[src/rtl/id_ex_pipe_pkg.sv]
// Shared definitions for the ID/EX pipeline register: default field widths
// and the packed control bundle that a bubble clears in one assignment.
package id_ex_pipe_pkg;

  localparam int DATA_W  = 32;
  localparam int REG_W   = 5;
  localparam int ALUOP_W = 3;

  typedef struct packed {
    logic               reg_write;
    logic               mem_to_reg;
    logic               mem_write;
    logic               mem_read;
    logic               branch;
    logic               alu_src;
    logic               reg_dst;
    logic [ALUOP_W-1:0] alu_op;
  } ctrl_t;

endpackage

[src/rtl/id_ex_hazard_unit.sv]
// Combinational load-use compare: a load in EX whose destination (rt) is
// read by the instruction currently in ID. Writes to $0 never conflict.
module id_ex_hazard_unit #(
  parameter int REG_W = 5
) (
  input  logic             valid,
  input  logic             mem_read,
  input  logic             id_valid,
  input  logic [REG_W-1:0] rt_ex,
  input  logic [REG_W-1:0] rs_id,
  input  logic [REG_W-1:0] rt_id,
  output logic             hazard
);

  assign hazard = valid & mem_read & id_valid & (rt_ex != '0) &
                  ((rt_ex == rs_id) | (rt_ex == rt_id));

endmodule

[src/rtl/id_ex_pipe.sv]
// ID/EX pipeline register with stall, flush, valid bit and a saturating bubble
// counter. Define ID_EX_HAZARD_EN to build in load-use detection.
module id_ex_pipe #(
  parameter int DATA_W  = id_ex_pipe_pkg::DATA_W,
  parameter int REG_W   = id_ex_pipe_pkg::REG_W,
  parameter int ALUOP_W = id_ex_pipe_pkg::ALUOP_W,
  parameter int CNT_W   = 16
) (
  input  logic               clk,
  input  logic               rst,
  input  logic               stall_i,
  input  logic               flush_i,
  input  logic               id_valid_i,
  input  logic               RegWrite,
  input  logic               MemToReg,
  input  logic               MemWrite,
  input  logic               MemRead,
  input  logic               Branch,
  input  logic               ALUSrc,
  input  logic               RegDst,
  input  logic [ALUOP_W-1:0] AluOP,
  input  logic [DATA_W-1:0]  PCResult,
  input  logic [DATA_W-1:0]  Dato1,
  input  logic [DATA_W-1:0]  Dato2,
  input  logic [DATA_W-1:0]  SignExtend,
  input  logic [REG_W-1:0]   Rs,
  input  logic [REG_W-1:0]   Rt,
  input  logic [REG_W-1:0]   Rd,
  input  logic [REG_W-1:0]   Shamt,
  output logic               RegWrite_q,
  output logic               MemToReg_q,
  output logic               MemWrite_q,
  output logic               MemRead_q,
  output logic               Branch_q,
  output logic               ALUSrc_q,
  output logic               RegDst_q,
  output logic [ALUOP_W-1:0] AluOP_q,
  output logic [DATA_W-1:0]  PCResult_q,
  output logic [DATA_W-1:0]  Dato1_q,
  output logic [DATA_W-1:0]  Dato2_q,
  output logic [DATA_W-1:0]  SignExtend_q,
  output logic [REG_W-1:0]   Rs_q,
  output logic [REG_W-1:0]   Rt_q,
  output logic [REG_W-1:0]   Rd_q,
  output logic [REG_W-1:0]   Shamt_q,
  output logic               valid_q,
  output logic               hazard_o,
  output logic [CNT_W-1:0]   bubble_cnt_o
);

  import id_ex_pipe_pkg::*;

  ctrl_t ctrl_d;
  ctrl_t ctrl_q;
  logic  bubble;
  logic  load;

  assign ctrl_d = {RegWrite, MemToReg, MemWrite, MemRead, Branch, ALUSrc, RegDst, AluOP};

`ifdef ID_EX_HAZARD_EN
  logic hazard_raw;

  id_ex_hazard_unit #(
    .REG_W(REG_W)
  ) u_hazard (
    .valid    (valid_q),
    .mem_read (ctrl_q.mem_read),
    .id_valid (id_valid_i),
    .rt_ex    (Rt_q),
    .rs_id    (Rs),
    .rt_id    (Rt),
    .hazard   (hazard_raw)
  );

  assign hazard_o = hazard_raw & ~rst;
`else
  assign hazard_o = 1'b0;
`endif

  // Flush beats stall; a stalled hazard waits and bubbles once the stall lifts.
  assign bubble = flush_i | (~stall_i & hazard_o);
  assign load   = ~flush_i & ~stall_i & ~hazard_o;

  always_ff @(posedge clk or posedge rst) begin
    if (rst) begin
      ctrl_q  <= '0;
      valid_q <= 1'b0;
    end else if (bubble) begin
      ctrl_q  <= '0;
      valid_q <= 1'b0;
    end else if (load) begin
      ctrl_q  <= ctrl_d;
      valid_q <= id_valid_i;
    end
  end

  // Data and address fields only move on a real load; bubbles keep them.
  always_ff @(posedge clk or posedge rst) begin
    if (rst) begin
      PCResult_q   <= '0;
      Dato1_q      <= '0;
      Dato2_q      <= '0;
      SignExtend_q <= '0;
      Rs_q         <= '0;
      Rt_q         <= '0;
      Rd_q         <= '0;
      Shamt_q      <= '0;
    end else if (load) begin
      PCResult_q   <= PCResult;
      Dato1_q      <= Dato1;
      Dato2_q      <= Dato2;
      SignExtend_q <= SignExtend;
      Rs_q         <= Rs;
      Rt_q         <= Rt;
      Rd_q         <= Rd;
      Shamt_q      <= Shamt;
    end
  end

  always_ff @(posedge clk or posedge rst) begin
    if (rst) begin
      bubble_cnt_o <= '0;
    end else if (bubble && (bubble_cnt_o != '1)) begin
      bubble_cnt_o <= bubble_cnt_o + 1'b1;
    end
  end

  assign RegWrite_q = ctrl_q.reg_write;
  assign MemToReg_q = ctrl_q.mem_to_reg;
  assign MemWrite_q = ctrl_q.mem_write;
  assign MemRead_q  = ctrl_q.mem_read;
  assign Branch_q   = ctrl_q.branch;
  assign ALUSrc_q   = ctrl_q.alu_src;
  assign RegDst_q   = ctrl_q.reg_dst;
  assign AluOP_q    = ctrl_q.alu_op;

endmodule

[config.mk]
export PLATFORM = sky130hd
export DESIGN_NAME = id_ex_pipe
export DESIGN_NICKNAME = d
export VERILOG_FILES = /design/src/rtl/id_ex_pipe_pkg.sv /design/src/rtl/id_ex_hazard_unit.sv /design/src/rtl/id_ex_pipe.sv
export SDC_FILE = /design/constraint.sdc
export NUM_CORES = 1
export LEC_CHECK = 0
export ABC_AREA = 1
export BUFFER_PORTS_ARGS = -buffer_cell sky130_fd_sc_hd__buf_2
export CAP_MARGIN = 10
export CELL_PAD_IN_SITES_DETAIL_PLACEMENT = 1
export CELL_PAD_IN_SITES_GLOBAL_PLACEMENT = 1
export CORE_UTILIZATION = 35
export CTS_CLUSTER_SIZE = 25
export DETAILED_ROUTE_END_ITERATION = 10
export PLACE_DENSITY_LB_ADDON = 0.15
export SYNTH_ARGS = -nofsm -noshare
export SYNTH_HDL_FRONTEND = slang
export SYNTH_SLANG_ARGS = --single-unit
[constraint.sdc]
create_clock -name clk -period 15.6 [get_ports clk]
set_clock_uncertainty 0.2 [all_clocks]
set_input_delay 0 -clock clk [delete_from_list [all_inputs] [get_ports clk]]
set_output_delay 0 -clock clk [all_outputs]
set_load 0.02 [all_outputs]
### Yosys cells after proc, flatten, opt, wreduce, memory -nomap -nowiden

Cells that the tools add are included.

| word-level totals | value |
|---|---|
| register bits after elaboration | 175 |
| input bits | 163 |
| logic and storage cells | 29 |

| operators by class | value |
|---|---|
| $add $sub $neg | 1 |
| equal/unequal tests | 1 |
| muxes and demuxes | 4 |
| bitwise operators | 3 |
| reduce and logical (&&, ||, !) cells | 2 |

Operators with widths:

| operator | number |
|---|---|
| 10-bit 2-to-1 mux | 2 |
| 16-bit by 1-bit adder with 16-bit output (second input constant) | 1 |
| 16-bit != test (second input constant) | 1 |
| 1-bit 2-to-1 mux | 2 |
| 1-bit inverter | 2 |
| 2-bit nonzero test | 1 |
| 1-bit bitwise AND | 1 |
| 1-bit logical AND | 1 |

### Logic depth before layout (Yosys ltp)

| logic depth | value |
|---|---|
| word-level depth | 4 |
| depth in mapped cells | 9 |
| depth with buffers taken out | 9 |

### Least setup slack after synthesis

No wires, ideal clock.

| timing | value |
|---|---|
| path kind | register to register |
| from | register bubble_cnt_o[1] |
| to | register bubble_cnt_o[10] |
| setup time | 0.126 ns |
| data arrival time | 1.364 ns |
| required time | 15.274 ns |
| path slack | 13.909 ns |
| cell stages (with the launch flop) | 9 |
| path buffers | 0 |
| clock period less this slack | 1.691 ns |
| cells stage by stage | dfrtp_1 ha_1 inv_1 nor2_1 nand2_1 nor2_2 nor2_2 nand2_1 o21ai_1 |

| on the way | value |
|---|---|
| cells in the longest elaborated chain, start to end | 2 |
| elaborated cells between the ends (all ways) | 3 |
| classes of those cells | add/sub: 1; eq/ne: 1; reduce/logical: 1 |

Ends and longest elaborated chain:

| item | line | RTL |
|---|---|---|
| start, declared | id_ex_pipe.sv:48 | `output logic [CNT_W-1:0] bubble_cnt_o` |
| start signal, assigned | id_ex_pipe.sv:124 | `bubble_cnt_o <= bubble_cnt_o + 1'b1;` |
| branches (longest 2 deep; another with 16-bit by 1-bit adder with 16-bit output) | -- |  |

Parallel ways; which one is timed is not known.
A chain may end at the register's enable or synchronous reset.

### Worst setup path after layout

| timing | value |
|---|---|
| from | input flush_i |
| to | register ctrl_q (netlist bit ALUSrc_q) |

| on the way | value |
|---|---|
| cells in the longest elaborated chain, start to end | 3 |
| elaborated cells between the ends (all ways) | 4 |
| classes of those cells | mux: 1; bitwise: 2; reduce/logical: 1 |

Ends and longest elaborated chain:

| item | line | RTL |
|---|---|---|
| start, declared | id_ex_pipe.sv:12 | `input logic flush_i,` |
| 1-bit inverter | id_ex_pipe.sv:82 | `assign load = ~flush_i & ~stall_i & ~hazard_o;` |
| 1-bit bitwise AND | id_ex_pipe.sv:82 |  |
| 2-bit nonzero test (no line) | -- |  |
| end signal, assigned | id_ex_pipe.sv:92 | `ctrl_q <= ctrl_d;` |
| end, declared | id_ex_pipe.sv:54 | `ctrl_t ctrl_q;` |

Several ways; a longest one is shown, not always the timed one.

==> results_dict.tcl <==
set metrics [dict create \
    status "finished clean" \
    placement.io_buffers 337 \
    ant_nets 0 \
    syn_inst 825 \
    placementRows 51 \
    leakagePower_nw 6.31 \
    layout-drive-gt1-share_pct 28.5 \
    grt_setup_unrepaired "no" \
    timing.fmax_mhz 331 \
    crit_arrival_ns 3.18 \
    initial_core_util_pct 35.7 \
    cp_data_required_time_ns 15.76 \
    yosysWarningCount 0 \
    clk_pin_slew_worst_paths_ns 0.07 \
    p_sw_uw 413 \
    hold_ws_ns 0.103 \
    cts.path.max_buffers 2 \
    hold_start "Rs[3]" \
    gp_routability_congestion 0.761 \
    vdd.ir_drop.worst_mv 0.0815 \
    detail_route.vias_per_cell 4.61 \
    synth_common_cells "sky130_fd_sc_hd__nand2_1, sky130_fd_sc_hd__dfrtp_1, sky130_fd_sc_hd__buf_2" \
    detail_route.wl_per_cell_um 17.0 \
    post-route-period-util_pct 19.3 \
    post-synth-top-area-fraction_pct 63.0 \
    pwr-share-seq_pct 42.4 \
    route.vias.total 7384 \
    num-fill-cells 2326 \
    clk-insertion-delay-late_ns 0.42 \
    grt_first_pass_wirelength_mm 41.9 \
    clock_tree.htree_level_count 4 \
    dr.pass1.iters 5 \
    synth.yosys.seq_area_share_pct 63.0 \
    ys_types 20 \
    cts_post_setup_buffers_inserted 0 \
    dpl_cell_area_um2 8850 \
    placeableCoreArea_um2 19500 \
    io_pins 339 \
    relSlewSlack_pct 39.8 \
    power.density_cell_area_nw_per_um2 116 \
    die_area_um2 20400 \
    place.detailed.hpwl_mm 15.8 \
    finalSetupTns_ns 0 \
    r2r_start "bubble_cnt_o[0]$_DFFE_PP0P_" \
    synth_top_area_cell "sky130_fd_sc_hd__dfrtp_1" \
    grt_antenna_before_repair 2 \
    ctsRootBufferMaster "sky130_fd_sc_hd__clkbuf_16" \
    synthArstFlopShare_pct 100 \
    grt_pass1_vias 8019 \
    hold_path_class "input pin to flip-flop" \
    slew_viol_final 0 \
    cp-end-kind "flip-flop" \
    die_w_um 143 \
    fin_crit_ns 3.02 \
    numCtsBuffers 17 \
    worst-r2r-setup-slack_ns 13.75 \
    crit_path_start_kind "input pin" \
    leading_cell_types_by_total_area_after_synthesis "sky130_fd_sc_hd__dfrtp_1, sky130_fd_sc_hd__nand2_1, sky130_fd_sc_hd__buf_2" \
    setup-violations-final 0 \
    stdcell_area_um2 11200 \
    ff_latch_area_um2 4380 \
    power.share.switching_pct 31.7 \
    layout_area_growth_over_synthesis_pct 61.1 \
    r2r_cells 8 \
    multi_input_comb_area_um2 2320 \
    drt_iter0_markers 281 \
    num_clock_sinks 175 \
    clockPowerShare_pct 35.1 \
    crit_path_end "ALUSrc_q$_DFFE_PP0P_" \
    layout.cells.non_filler 1602 \
    p_int_uw 889 \
    nets 1487 \
    timing.rr.end "bubble_cnt_o[14]$_DFFE_PP0P_" \
    syn_area_um2 6950 \
    ys_seq_elements 175 \
    critical_path.max_fanout 83 \
    timing.setup.critical_path_class "input pin to flip-flop" \
    finalHoldViolCount 0 \
    remaining_drc_errors 0 \
    dp.cells 1396 \
    synth.avg_cell_area_um2 8.43 \
    max_cap_violations 0 \
    die_height_um 143 \
    totalWireLength_mm 27.2 \
    timing_worst_slew_pin_value_ns 0.903 \
    pin_count_of_the_biggest_net_entering_global_routing 84 \
    synth_fp_nets 989 \
    post-synth-top-count-cell "sky130_fd_sc_hd__nand2_1" \
    grt.overflow.total 0 \
    critical_path.startpoint "flush_i" \
    grt_util_all_layers_pct 26.9 \
    synth-edff-count 0 \
    p_comb_share_pct 22.6 \
    synth_ff_type "sky130_fd_sc_hd__dfrtp_1" \
    cts_tree "built" \
]
[cell usage in the layout (no fill, tap or decap), types with 17 or more instances in the layout]
cell,instances
sky130_fd_sc_hd__inv_1,19
sky130_fd_sc_hd__clkbuf_16,17
sky130_fd_sc_hd__buf_2,337
sky130_fd_sc_hd__nand2_1,526
sky130_fd_sc_hd__nand3_1,21
sky130_fd_sc_hd__dfrtp_1,175
sky130_fd_sc_hd__dlygate4sd3_1,173
sky130_fd_sc_hd__nor2_1,19
[stage by stage]
step / utilization [%] / setup slack, ns / power (mW)
detailed placement: 45.5 / 12.83 / 0.809
global placement: 45.5 / 12.87 / 0.801
finish: 57.6 / 12.58 / 1.30
global route: 57.6 / 12.43 / 1.36
CTS: 57.5 / 12.65 / 1.30
floorplan: - / 10.65 / 0.696
[sequential cells by signal, summed over array words and instances, names as in the netlist]
| name | cells |
|---|---|
| Branch_q | 1 |
| Dato2_q | 32 |
| bubble_cnt_o | 16 |
| AluOP_q | 3 |
| Rt_q | 5 |
| Dato1_q | 32 |
| Rd_q | 5 |
| Shamt_q | 5 |
| MemWrite_q | 1 |
| Rs_q | 5 |
| MemRead_q | 1 |
| MemToReg_q | 1 |
| ALUSrc_q | 1 |
| valid_q | 1 |
| RegWrite_q | 1 |
| PCResult_q | 32 |
| RegDst_q | 1 |
| SignExtend_q | 32 |
[area by class of cell]
type | instances | share of cell area (%)
inverters | 22 | 0.804
diodes | 2 | 0.0447
repair buffers | 515 | 30.8
flip-flops and latches | 175 | 39.1
multi-input cells | 592 | 20.8
well taps | 265 | 2.96
clock buffers | 18 | 3.83
clock inverters | 13 | 1.66
[worst max-delay path, stage by stage]
cell and delay (ns):
sky130_fd_sc_hd__dlygate4sd3_1 0.54, sky130_fd_sc_hd__buf_2 0.16, sky130_fd_sc_hd__nor2_4 0.09, sky130_fd_sc_hd__buf_4 0.63, sky130_fd_sc_hd__buf_4 0.80, sky130_fd_sc_hd__nand2_1 0.22, sky130_fd_sc_hd__nand2_1 0.11, sky130_fd_sc_hd__dlygate4sd3_1 0.55
[logic make-up after synthesis]
kind of cell	share of synthesized area [%]
AO/OA/AOI/OAI	0.576
XOR/XNOR	0.252
adder cells (fa/ha/maj)	0.180
buffers and inverters	3.65
flip-flops	63.0
other	0.0539
AND/OR/NAND/NOR	32.3
[routing by layer]
metal,vias to the layer above,share of wire (%),routed length [µm],track usage (%)
met5,-,0,0,0
met4,0,4.2,1150,14.1
met3,71,6.1,1670,6.30
met2,276,51,14000,48.3
met1,3547,38,10400,29.3
li1,3490,-,-,-
[power by group through the flow]
stage	Combinational [mW]	Clock, mW	Sequential (mW)
2_1_floorplan	0.0737	0	0.622
3_3_place_gp	0.247	0	0.554
3_5_place_dp	0.253	0	0.555
4_1_cts	0.289	0.465	0.548
5_1_grt	0.320	0.482	0.558
6_report	0.294	0.456	0.552
[timing repair]
| item | in CTS | in global routing |
|---|---|---|
| resized for setup | 0 | 0 |
| hold buffers | 173 | 0 |
| hold endpoints to repair | 218 | 0 |
[worst min-delay path by stage]
stage | to | slack [ns] | depth (start not counted)
after floorplan | ALUSrc_q$_DFFE_PP0P_ | -0.09 | 2
after global placement | Dato2_q[10]$_DFFE_PP0P_ | -0.1 | 2
after detailed placement | Dato2_q[10]$_DFFE_PP0P_ | -0.1 | 2
after CTS | Dato1_q[23]$_DFFE_PP0P_ | 0.08 | 4
after global routing | Rs_q[2]$_DFFE_PP0P_ | 0.11 | 4
final | Rs_q[3]$_DFFE_PP0P_ | 0.10 | 4
(Power assumes the default switching activity.)
